### src/rtl/bcd_converter_seq.sv
// bcd_converter_seq: iterative shift-add-3 binary-to-BCD converter, one input bit per clock.
module bcd_converter_seq #(
    parameter int WIDTH  = 16,
    parameter int DIGITS = 5
) (
    input  logic                  Clk,
    input  logic                  Reset,
    input  logic                  start,
    input  logic [WIDTH-1:0]      bin_in,
    output logic                  busy,
    output logic                  done,
    output logic [4*DIGITS-1:0]   bcd_out
);
    localparam int CW = (WIDTH > 1) ? $clog2(WIDTH) : 1;
    localparam logic [CW-1:0] LAST = CW'(WIDTH - 1);

    typedef enum logic [1:0] {IDLE, SHIFT, DONE} state_t;

    state_t                state_q, state_d;
    logic [CW-1:0]         cnt_q, cnt_d;
    logic [WIDTH-1:0]      sr_q, sr_d, sr_sh;
    logic [4*DIGITS-1:0]   scr_q, scr_d, scr_sh, adj, bcd_q, bcd_d;

    // Add-3 correction is applied to every digit before the shift.
    for (genvar d = 0; d < DIGITS; d++) begin : g_adj
        assign adj[4*d +: 4] = (scr_q[4*d +: 4] >= 4'd5) ? scr_q[4*d +: 4] + 4'd3 : scr_q[4*d +: 4];
    end

    assign {scr_sh, sr_sh} = {adj, sr_q} << 1;

    always_comb begin
        state_d = state_q;
        cnt_d   = cnt_q;
        sr_d    = sr_q;
        scr_d   = scr_q;
        bcd_d   = bcd_q;
        unique case (state_q)
            IDLE: if (start) begin
                state_d = SHIFT;
                cnt_d   = '0;
                sr_d    = bin_in;
                scr_d   = '0;
            end
            SHIFT: begin
                cnt_d = cnt_q + 1'b1;
                sr_d  = sr_sh;
                scr_d = scr_sh;
                if (cnt_q == LAST) begin
                    bcd_d   = scr_sh;
                    state_d = DONE;
                end
            end
            DONE: state_d = IDLE;
            default: state_d = IDLE;
        endcase
    end

    always_ff @(posedge Clk) begin
        if (Reset) begin
            state_q <= IDLE;
            cnt_q   <= '0;
            sr_q    <= '0;
            scr_q   <= '0;
            bcd_q   <= '0;
        end else begin
            state_q <= state_d;
            cnt_q   <= cnt_d;
            sr_q    <= sr_d;
            scr_q   <= scr_d;
            bcd_q   <= bcd_d;
        end
    end

    assign busy    = (state_q != IDLE);
    assign done    = (state_q == DONE);
    assign bcd_out = bcd_q;
endmodule

### config.mk
export PLATFORM = sky130hd
export DESIGN_NAME = bcd_converter_seq
export DESIGN_NICKNAME = d
export VERILOG_FILES = /design/src/rtl/bcd_converter_seq.sv
export SDC_FILE = /design/constraint.sdc
export NUM_CORES = 1
export LEC_CHECK = 0
export ABC_AREA = 0
export ABC_CLOCK_PERIOD_IN_PS = 1900
export BUFFER_PORTS_ARGS = -buffer_cell sky130_fd_sc_hd__buf_2
export CORE_MARGIN = 5
export CORE_UTILIZATION = 50
export CTS_BUF_LIST = sky130_fd_sc_hd__clkbuf_4
export DETAILED_ROUTE_END_ITERATION = 16
export PLACE_DENSITY = 0.71
export SLEW_MARGIN = 40
export SYNTH_ARGS = -nofsm -noshare
export SYNTH_HDL_FRONTEND = slang
export SYNTH_SLANG_ARGS = --single-unit
export TNS_END_PERCENT = 100
### constraint.sdc
create_clock -name Clk -period 1.9 [get_ports Clk]
set_input_delay 0.095 -clock Clk [delete_from_list [all_inputs] [get_ports Clk]]
set_output_delay 0.095 -clock Clk [all_outputs]
set_load 0.01 [all_outputs]
After elaboration in Yosys (flattened, before gate mapping) --
Cells that the tools add are included.
Storage, ports and cells: register bits 62, input port bits 19
Operators by class: equal/unequal tests 5, reductions and logical operators 6, muxes and demuxes 14, add/subtract/negate cells 6, magnitude comparators 5
Operators with widths (count):
- one-hot mux 20 bit (2 select lines) | 1
- one-hot mux 16 bit (2 select lines) | 1
- >= comparator 4 x 3 -> 1 bit, second input constant | 5
- 2-to-1 mux 20 bit | 1
- 2-to-1 mux 4 bit | 5
- adder 4 x 2 -> 4 bit, second input constant | 4
- 2-to-1 mux 16 bit | 1
- one-hot mux 4 bit (2 select lines) | 1
- AND reduction 2 bit | 3
- adder 4 x 1 -> 4 bit, second input constant | 1
- == test 4 bit, second input constant | 1
- 2-to-1 mux 2 bit | 2
- != test 2 bit, second input constant | 2
- one-hot mux 2 bit (2 select lines) | 1
- nonzero test 2 bit | 2
- adder 3 x 2 -> 3 bit, second input constant | 1
- 2-to-1 mux 3 bit | 1
- == test 2 x 1 -> 1 bit, second input constant | 1
- == test 2 bit, second input constant | 1
- zero test 2 bit | 1

Longest topological paths before layout --
word-level depth 3, depth in mapped cells 6, depth with buffers taken out 6

Least setup slack after synthesis --
No wires, ideal clock.
path kind flip-flop to flip-flop, start reg scr_q[8], end reg bcd_q[10], in the netlist bcd_out[10], path buffers 0, cell stages (with the launch flop) 7, path slack 0.428 ns, data required time 1.825 ns, arrival 1.397 ns, period minus slack after synthesis 1.472 ns, cells stage by stage dfxtp_1 -> inv_1 -> ha_1 -> nand2b_1 -> a21oi_1 -> mux2_2 -> o22ai_1
Between the ends: longest elaborated chain between the ends 2
RTL lines:
- start: declaration | RTL line 22 | logic [4*DIGITS-1:0] scr_q, scr_d, scr_sh, adj, bcd_q, bcd_d;
- start signal: assignment | RTL line 69 | scr_q <= scr_d;
- adder 4 x 2 -> 4 bit / >= comparator 4 x 3 -> 1 bit (equally long branches) | RTL line 26 | assign adj[4*d +: 4] = (scr_q[4*d +: 4] >= 4'd5) ? scr_q[4*d +: 4] + 4'd3 : scr_q[4*d +: 4];
- 2-to-1 mux 4 bit * | RTL line 26
- end signal: assignment | RTL line 64 | bcd_q <= '0;
- end signal: assignment | RTL line 70 | bcd_q <= bcd_d;
- end: declaration | RTL line 22
Mark *: on every way between the ends. The rest lies on a longest branch, timed or not. A chain may end at the register's enable or synchronous reset.

Worst setup path in the final report --
start reg scr_q[4], end reg bcd_q[6], in the netlist bcd_out[6]
The elaborated chain is that of the path after synthesis.

==> run metrics <==
status completed; initial antenna violation count 0; Mapped Area 2818 um2; vias post-DR 2,397; Pint 1.941 mW; CP max FO 5; Ports 41; Clock Path Buffers 2; Yosys Warn Count 0; Static Leakage 1.297 nW; first-pass iteration count of the detailed router 4; Yosys top cell area share 0.4405; ys async rst share 0; library cells used by synthesis 35; worst-margin pin slew 0.5028 ns; Finished Core Util 0.5976; sequential fraction of design power 0.531; Max stage delay on crit path 0.38 ns; placed cell area 3114 um2; simple-gate share of the synthesized area 0.2056; Synth area leaders dfxtp_1 44%, nor2_1 6.4%, ha_1 4.9%; Crit-path slowest cell mux2_2; ANT nets after route 0; H-tree level count 3; largest area contributor in the netlist dfxtp_1; period utilization 0.8577; clock share of power 0.392; # rows 27; Clock Root Buffer clkbuf_4; fin area 3291 um2; Seq/Total Area, Yosys 0.4405; ratio of cells with drive above 1 in the final layout 0.2160; Detailed Place HPWL 4.209 mm; Filler cells 492; IO Port Bufs 40; Logic pwr share 0.077; DR iter-0 viols 113; maximum VDD drop 0.5292 mV; Final #Nets 400; Die ar. 7237 um2; GRT overflow 0; Final Skew 0.008189 ns; Post-Syn Nets 353; Adder-Cell Fraction of Synth Area 0.04885; Post-synth top flop dfxtp_1; n_diodes 0; unrepaired setup endpoints after global routing false; die width 85.07 um; Avg Vias per Cell 5.362; hold slack final 0.08714 ns; vias in the first global route 2,220; clk slew on worst S/H paths 0.10 ns; Final Hold Viols 0; Final setup viols 0; crit path capture type register; clock latency at the later pin of the worst-skew pair 0.39 ns; TritonCTS clock tree built; Post-synth EDFFs 0; Sequential Area 1241 um2; largest family of logic cells by synthesized area compound AO/OA/AOI/OAI gates; Final GP Congestion 0.7530; Initial Util 0.5117; postcts setup bufs 0; Post-CTS Resized 0; die height 85.07 um; overall power 2.542 mW; mean post-synth cell area 8.724 um2; DR DRC count 0; Power Dens Cells 772.5 nW/um2; Net Sw Frac 0.2363; MaxCap Viol Count 0; complex-gate fraction of the synthesized area 0.2091; FMAX 0.6137 GHz; fin crit period 1.630 ns; Worst setup SP type register; Setup TNS Final 0 ns; area of the multi-input gates 1444 um2; cell chain of the critical path inv_1 > ha_1 > nand2b_1 > a21oi_1 > mux2_2 > o22ai_1; clk sinks 62; post-synthesis mux area share 0.03108; Critical Path RT 2.22 ns; first-pass GRT wire length 10.24 mm; Slew HR 0.6641; CTS buffer count 9; GRT Total Usage 0.1729; wire length per cell 13.32 um; CTS hold repair buffers 2; fin. max-slew vios 0; Arr. time, crit path 1.95 ns; Switch Pwr 0.6006 mW; xor and xnor area share after synthesis 0.01554; P&R area growth vs syn 16.79%; Mapped Cells 323; synthesized flop and latch total 62; hold crit path type in -> reg; Setup Crit Path Kind reg -> reg; Core ar. 5507 um2; largest net degree at the start of global routing 22; Routed WL 5.952 mm
-- path summary, 6_finish.rpt --
path,slack [ns],to,from,cells past startpoint
setup reg to reg,0.27,bcd_out[6]$_SDFFE_PP0P_,scr_q[4]$_SDFFE_PP0P_,6
setup / recovery,0.27,bcd_out[6]$_SDFFE_PP0P_,scr_q[4]$_SDFFE_PP0P_,6
hold reg to reg,0.47,sr_q[3]$_SDFFE_PP0P_,sr_q[2]$_SDFFE_PP0P_,2
hold / removal,0.09,sr_q[5]$_SDFFE_PP0P_,bin_in[5],4
-- stage by stage --
| stage | instances | worst slack (ns) |
|---|---|---|
| 3_3_place_gp | 429 | 0.3659 |
| 6_report | 447 | 0.2705 |
| 4_1_cts | 447 | 0.2753 |
| 3_5_place_dp | 429 | 0.3017 |
| 5_1_grt | 447 | 0.1414 |
| 2_1_floorplan | 323 | 0.4279 |
-- cell families after synthesis --
family                     after synthesis
and+or+nand+nor                        116
DFF                                     62
AOI/OAI and AO/OA                       90
buffers and inverters                   31
muxes                                    8
adders and majority gates               11
xor gates and xnor gates                 5
-- synth_stat cells (all sizes together), types with 2 or more instances --
| library cell | number |
|---|---|
| nor3 | 11 |
| a211oi | 8 |
| nor3b | 9 |
| a22oi | 3 |
| nor2b | 9 |
| clkbuf | 6 |
| nand2 | 15 |
| o31ai | 5 |
| a22o | 5 |
| nand2b | 19 |
| mux2i | 2 |
| nor2 | 50 |
| a21oi | 26 |
| o22ai | 20 |
| buf | 12 |
| dfxtp | 62 |
| o2bb2ai | 6 |
| o21ai | 10 |
| ha | 11 |
| inv | 13 |
| a32o | 4 |
| xnor2 | 5 |
| or2 | 2 |
| mux2 | 6 |
-- sequential cells by signal, indices dropped and copies added (netlist names) --
signal	count
bcd_out	20
scr_q	20
sr_q	16
cnt_q	4
state_q	2
-- placed cells by master, fill, tap and decap left out, types with 2 or more instances in the layout --
master,n
dfxtp_1,62
nor2_1,48
buf_2,40
a21oi_1,26
o22ai_1,20
nand2b_1,17
nand2_1,15
inv_1,13
buf_4,12
ha_1,11
o21ai_0,10
nor3_1,10
nor2b_1,9
nor3b_1,9
clkbuf_4,9
a211oi_1,8
mux2_2,6
o2bb2ai_1,6
xnor2_1,5
o31ai_1,5
a22o_1,5
a32o_1,4
a22oi_1,3
nor2_2,2
nand2b_2,2
mux2i_1,2
bufinv_16,2
clkinv_2,2
clkinvlp_4,2
dlygate4sd3_1,2
-- per-layer routing --
layer | vias to the layer above | part of all wire | global-route usage
li1 | 1232 | - | -
met1 | 1119 | 0.47 | 0.2266
met2 | 40 | 0.47 | 0.2811
met3 | 6 | 0.051 | 0.04660
met4 | 0 | 0.011 | 0.04604
met5 | - | 0 | 0
-- power by group through the flow --
stage	Sequential [mW]	Combinational, mW	Clock [mW]
after floorplan	1.38	0.136	0
after global placement	1.38	0.192	0
after detailed placement	1.38	0.195	0
after CTS	1.35	0.198	1.03
after global routing	1.36	0.224	1.11
final	1.35	0.197	0.996
-- cell type report --
type                            count  area share
Clock inverter                      7     0.02700
Multi-Input combinational cell    230      0.4388
Inverter                           13     0.01483
Clock buffer                        9     0.02053
Timing Repair Buffer               54     0.09430
Tap cell                           72     0.02738
Sequential cell                    62      0.3772
-- critical path, delay by kind of cell, from the launching register on --
| kind | cells | cell delay, ns |
|---|---|---|
| compound gates | 2 | 0.39 |
| mux | 1 | 0.38 |
| flops | 1 | 0.34 |
| fa+ha+maj | 1 | 0.25 |
| buf+inv | 1 | 0.11 |
| simple gates | 1 | 0.09 |
Power figures use the tool's default switching activity.
